`src/rtl/phasecalc_if.sv`:
```
// phasecalc_if: start/busy handshake and data bundle for the phase calculator.
//   start : request, sampled on the rising clock edge while idle
//   busy  : conversion in progress
//   x, y  : signed real/imaginary input sample
//   angle : signed phase in degrees, Q(OUTPUTBITSIZE-FRACBITS).FRACBITS
// master = requester (drives start/x/y), slave = phasecalc.
interface phasecalc_if #(
  parameter int INPUTBITSIZE  = 13,
  parameter int OUTPUTBITSIZE = 19
);
  logic                            start;
  logic                            busy;
  logic signed [INPUTBITSIZE-1:0]  x;
  logic signed [INPUTBITSIZE-1:0]  y;
  logic signed [OUTPUTBITSIZE-1:0] angle;

  modport master (output start, x, y, input  busy, angle);
  modport slave  (input  start, x, y, output busy, angle);
endinterface

```
`src/rtl/phasecalc.sv`:
```
// phasecalc: sequential vectoring-mode CORDIC, angle = atan2(y, x) in degrees.
//   clock : rising-edge clock
//   reset : asynchronous active-low reset
//   bus   : phasecalc_if slave (start/busy handshake, x/y in, angle out)
// IDLE -> PRE (quadrant fold) -> ITER (NITER micro-rotations) -> DONE.
// busy is high for NITER+2 cycles; angle updates when busy falls.
module phasecalc #(
  parameter int INPUTBITSIZE  = 13,
  parameter int OUTPUTBITSIZE = 19,
  parameter int FRACBITS      = 10,
  parameter int NITER         = 16,
  parameter int ZFRAC         = 16
) (
  input  logic        clock,
  input  logic        reset,
  phasecalc_if.slave  bus
);
  // 3 guard bits cover CORDIC gain and negating the most negative input.
  // GFRAC bits below the input LSB keep y>>>i / x>>>i from collapsing to
  // zero in the late iterations, which otherwise biases z by the tail of
  // the atan series.
  localparam int GFRAC = 6;
  localparam int W     = INPUTBITSIZE + 3 + GFRAC;
  localparam int ZW    = ZFRAC + 10;             // sign + 9 integer bits (+-180)
  localparam int SH    = ZFRAC - FRACBITS;
  localparam int IW    = (NITER > 1) ? $clog2(NITER) : 1;

  localparam logic signed [ZW-1:0] Z90  = ZW'(90 * (1 << ZFRAC));
  localparam logic signed [ZW-1:0] ZRND = ZW'(1 << (SH - 1));

  typedef enum logic [1:0] {IDLE, PRE, ITER, DONE} state_t;

  // atan(2^-i) in degrees, 16 fractional bits.
  function automatic logic signed [ZW-1:0] atan_tab(input logic [IW-1:0] i);
    case (int'(i))
      0:  atan_tab = ZW'(2949120);
      1:  atan_tab = ZW'(1740967);
      2:  atan_tab = ZW'(919879);
      3:  atan_tab = ZW'(466945);
      4:  atan_tab = ZW'(234379);
      5:  atan_tab = ZW'(117304);
      6:  atan_tab = ZW'(58666);
      7:  atan_tab = ZW'(29335);
      8:  atan_tab = ZW'(14668);
      9:  atan_tab = ZW'(7334);
      10: atan_tab = ZW'(3667);
      11: atan_tab = ZW'(1833);
      12: atan_tab = ZW'(917);
      13: atan_tab = ZW'(458);
      14: atan_tab = ZW'(229);
      15: atan_tab = ZW'(115);
      default: atan_tab = '0;
    endcase
  endfunction

  state_t                     state_q, state_d;
  logic signed [W-1:0]        x_q, x_d, y_q, y_d;
  logic signed [ZW-1:0]       z_q, z_d;
  logic [IW-1:0]              it_q, it_d;
  logic                       zero_q, zero_d;
  logic signed [OUTPUTBITSIZE-1:0] angle_q, angle_d;

  logic signed [W-1:0]        xs, ys;
  logic signed [ZW-1:0]       zr;

  always_ff @(posedge clock or negedge reset) begin
    if (!reset) begin
      state_q <= IDLE;
      x_q     <= '0;
      y_q     <= '0;
      z_q     <= '0;
      it_q    <= '0;
      zero_q  <= 1'b0;
      angle_q <= '0;
    end else begin
      state_q <= state_d;
      x_q     <= x_d;
      y_q     <= y_d;
      z_q     <= z_d;
      it_q    <= it_d;
      zero_q  <= zero_d;
      angle_q <= angle_d;
    end
  end

  always_comb begin
    state_d = state_q;
    x_d     = x_q;
    y_d     = y_q;
    z_d     = z_q;
    it_d    = it_q;
    zero_d  = zero_q;
    angle_d = angle_q;
    xs      = x_q >>> it_q;
    ys      = y_q >>> it_q;
    zr      = z_q + ZRND;
    case (state_q)
      IDLE: if (bus.start) begin
        x_d     = {{3{bus.x[INPUTBITSIZE-1]}}, bus.x, {GFRAC{1'b0}}};
        y_d     = {{3{bus.y[INPUTBITSIZE-1]}}, bus.y, {GFRAC{1'b0}}};
        // (0,0) would otherwise accumulate the whole atan series.
        zero_d  = (bus.x == '0) && (bus.y == '0);
        state_d = PRE;
      end
      PRE: begin
        // Fold left half-plane into the right so the iterations converge.
        if (!x_q[W-1]) begin
          z_d = '0;
        end else if (!y_q[W-1]) begin
          x_d = y_q;
          y_d = -x_q;
          z_d = Z90;
        end else begin
          x_d = -y_q;
          y_d = x_q;
          z_d = -Z90;
        end
        it_d    = '0;
        state_d = ITER;
      end
      ITER: begin
        if (!y_q[W-1]) begin
          x_d = x_q + ys;
          y_d = y_q - xs;
          z_d = z_q + atan_tab(it_q);
        end else begin
          x_d = x_q - ys;
          y_d = y_q + xs;
          z_d = z_q - atan_tab(it_q);
        end
        it_d = it_q + 1'b1;
        if (it_q == IW'(NITER - 1)) state_d = DONE;
      end
      DONE: begin
        angle_d = zero_q ? '0 : OUTPUTBITSIZE'(zr >>> SH);
        state_d = IDLE;
      end
      default: state_d = IDLE;
    endcase
  end

  assign bus.busy  = (state_q != IDLE);
  assign bus.angle = angle_q;
endmodule

```
`src/flat_wrapper.sv`:
```
// flat-port wrapper written by rule: the top's interface ports become plain ports
module phasecalc_flat 
#(
  parameter int INPUTBITSIZE  = 13,
  parameter int OUTPUTBITSIZE = 19,
  parameter int FRACBITS      = 10,
  parameter int NITER         = 16,
  parameter int ZFRAC         = 16
)
  (clock, reset, bus_start, bus_x, bus_y, bus_busy, bus_angle);
  phasecalc_if #(.INPUTBITSIZE(INPUTBITSIZE), .OUTPUTBITSIZE(OUTPUTBITSIZE)) bus_i ();
  input  logic clock;
  input  logic reset;
  input wire logic [$bits(bus_i.start)-1:0] bus_start;
  input wire logic [$bits(bus_i.x)-1:0] bus_x;
  input wire logic [$bits(bus_i.y)-1:0] bus_y;
  output wire logic [$bits(bus_i.busy)-1:0] bus_busy;
  output wire logic [$bits(bus_i.angle)-1:0] bus_angle;
  assign bus_i.start = bus_start;
  assign bus_i.x = bus_x;
  assign bus_i.y = bus_y;
  assign bus_busy = bus_i.busy;
  assign bus_angle = bus_i.angle;
  phasecalc #(.INPUTBITSIZE(INPUTBITSIZE), .OUTPUTBITSIZE(OUTPUTBITSIZE), .FRACBITS(FRACBITS), .NITER(NITER), .ZFRAC(ZFRAC)) u_core (.clock(clock), .reset(reset), .bus(bus_i));
endmodule
```
`config.mk`:
```
export PLATFORM = sky130hd
export DESIGN_NAME = phasecalc_flat
export DESIGN_NICKNAME = d
export VERILOG_FILES = /design/src/rtl/phasecalc_if.sv /design/src/rtl/phasecalc.sv /design/src/flat_wrapper.sv
export SDC_FILE = /design/constraint.sdc
export NUM_CORES = 1
export LEC_CHECK = 0
export CAP_MARGIN = 40
export CORE_MARGIN = 2
export CORE_UTILIZATION = 62
export DETAILED_ROUTE_END_ITERATION = 8
export PLACE_DENSITY = 0.81
export SETUP_SLACK_MARGIN = 0.5
export SLEW_MARGIN = 0
export SYNTH_ARGS = -nofsm -noshare
export SYNTH_HDL_FRONTEND = slang
export SYNTH_SLANG_ARGS = --single-unit
```
`constraint.sdc`:
```
create_clock -name clock -period 10.1 [get_ports clock]
set_clock_uncertainty 0.1 [all_clocks]
set_input_delay 2.02 -clock clock [delete_from_list [all_inputs] [get_ports clock]]
set_output_delay 2.02 -clock clock [all_outputs]
set_load 0.01 [all_outputs]
```
==> impl_metrics.tcl <==
set metrics [dict create \
    status "finished, final reports clean" \
    syn_area_sq_um 12880 \
    critical_path.endpoint_type "flip-flop" \
    yosys.area.top_type "dfrtp_1" \
    drt_wl_total_um 40300 \
    cts_hold_buffers 0 \
    port_buffers 48 \
    yosys.cell_count.top_type "nor2_1" \
    fin_area_sq_um 13620 \
    yosysWarningCount 0 \
    period_share_pct 62.90 \
    synth_top_area_share_pct 18.46 \
    vias_per_cell 7.004 \
    drc 0 \
    fp.dieH_um 148.1 \
    crit_chain "buf_4, inv_2, ha_1, mux4_2, nor3_1, nor4b_1, nand3_1, nor3_1, nor2_1, xor2_1, ha_1, nand3_1, nor2_1, o2111ai_1, nand3_1, a221o_1, o211ai_1, mux2_2, a21oi_1" \
    fin_crit_ns 6.353 \
    antenna_left 0 \
    routedWlPerCell_um 22.17 \
    drv_cap 0 \
    cp_common_cell "nand3_1" \
    final_cells 1818 \
    synth_cell_types 88 \
    die_w_um 148.1 \
    setup_viol 0 \
    cts_root_buffer "clkbuf_16" \
    arrival_ns 6.54 \
    cts_buffers 9 \
    firstDrtPassIters 6 \
    clock_latency_ns 0.37 \
    synth_area_leaders "dfrtp_1 18%, ha_1 8.9%, mux4_2 7.9%" \
    placedCellCount 1802 \
    grt_pass1_wl_um 64180 \
    clockBufferDepth 2 \
    dpl_cell_area_sq_um 13310 \
    critPathMaxStageDelay_ns 0.82 \
    synth_ff_type "dfrtp_1" \
    ys_seq_elements 95 \
    fin_nets 1667 \
    drv_slew 0 \
    rsz0062_at_grt "no" \
    cts_tree "built" \
    rows 52 \
    finalSetupTns_ns 0 \
    vias 12730 \
    io_pins 49 \
    ys_seq_area_share_pct 18.46 \
    clock-sinks 95 \
    cts_resized 0 \
    synth_nets 1709 \
    drtIter0Drc 1543 \
    hp-class "reg2reg" \
    synth.avg_cell_area_sq_um 8.125 \
    cp_slowest_cell "dfrtp_2" \
    syn_inst 1585 \
    fmax_ghz 0.1574 \
    hold_viol 0 \
    critPathKind "reg2reg" \
    synth_edf_count 0 \
    cts_max_level 3 \
    slew_headroom_pct 39.35 \
    cts_setup_buffers 0 \
    yosys-top-cells-count "135 x nor2_1, 114 x nand2_1, 113 x a21oi_1" \
    area_delta_synth_final_pct 5.733 \
    gr-total-overflow 0 \
    initial_core_util_pct 63.44 \
    synthArstFlopShare_pct 100.0 \
    worst_pin_slew_ns 0.9098 \
    required_ns 10.29 \
    antenna_found_initial 1 \
    die_area_sq_um 21940 \
    core_sq_um 20300 \
    diodes 0 \
    path_clk_slew_ns 0.09 \
    grt_pass1_vias 11820 \
    start_kind "flip-flop" \
    gp_congestion 0.9827 \
    drive_gt1_share_pct 8.592 \
    grt_max_degree 72 \
    dpl.hpwl_um 28960 \
    grt_usage_pct 36.83 \
    path_max_fanout 41 \
]
-- layout make-up --
type                            instances  area (sq um)
Clock buffer                           10         239.0
Clock inverter                          6         63.81
Fill cell                            1700          6684
Inverter                               73         274.0
Multi-Input combinational cell       1300          9709
Sequential cell                        95          2386
Tap cell                              270         337.8
Timing Repair Buffer                   64         605.6
-- worst max-delay path: cells and delay by family, from the launching register on --
kind                       cells  cell delay, ns
xor gates and xnor gates       1            0.18
and+or+nand+nor                8            1.76
DFF                            1            0.82
adders and majority gates      2            0.78
muxes                          2            0.86
buffers and inverters          2            0.88
AOI/OAI and AO/OA              4            0.88
-- layer usage --
layer	vias to the layer above	global-route usage, %	wire length [um]
met3	87	8.466	5206
met4	0	10.67	1069
met5	-	0	0
li1	5792	-	-
met2	815	53.73	17140
met1	6040	54.68	16890
-- placed cells by master, fill, tap and decap left out, types with 24 or more instances in the layout --
cell type        synthesis  routed
ha_1                    92      90
inv_1                   68      68
nor3_1                  38      38
o31ai_1                 24      24
nand3_1                 28      28
a21oi_1                113     113
o22ai_1                 43      43
xor2_1                  59      59
mux2i_1                 31      31
mux4_2                  45      45
dfrtp_1                 95      90
a21o_1                  35      35
clkdlybuf4s50_1          0      47
xnor2_1                 94      94
o21ai_0                 89      88
nor2_1                 135     135
nand2_1                114     114
-- flip-flops by register name, summed over array words and instances (netlist names) --
signal,count
u_core.y_q,22
u_core.bus.angle,19
u_core.it_q,4
u_core.z_q,25
u_core.x_q,22
u_core.state_q,2
u_core.zero_q,1
-- final timing paths --
path	cells after the start	end	slack [ns]	startpoint
max	19	u_core.z_q[24]	3.75	u_core.it_q[0]
min	2	u_core.bus.angle[2]	0.43	u_core.bus.angle[2]
max reg2reg	19	u_core.z_q[24]	3.75	u_core.it_q[0]
min reg2reg	2	u_core.bus.angle[2]	0.43	u_core.bus.angle[2]
max in group asynchronous	2	u_core.y_q[21]	7.06	reset
min in group asynchronous	1	u_core.x_q[2]	1.52	reset
-- metrics by stage --
stage | worst slack, ns | utilization (%) | hold slack, ns
2_1_floorplan | 5.105 | - | 0.3524
3_3_place_gp | 4.107 | 65.43 | 0.4164
3_5_place_dp | 3.915 | 65.58 | 0.4200
4_1_cts | 3.863 | 67.07 | 0.4322
5_1_grt | 3.344 | 67.07 | 0.4543
6_report | 3.747 | 67.07 | 0.4306
-- logic make-up after synthesis --
| kind of cell | share of synthesized area, % |
|---|---|
| compound gates | 25.28 |
| xor+xnor | 10.41 |
| fa+ha+maj | 9.405 |
| buf+inv | 6.306 |
| flops | 18.46 |
| mux | 12.17 |
| simple gates | 17.97 |
Power is left out: the tool's default activity adds up to more than one toggle a clock period on the data nets, which glitch-free logic cannot reach.
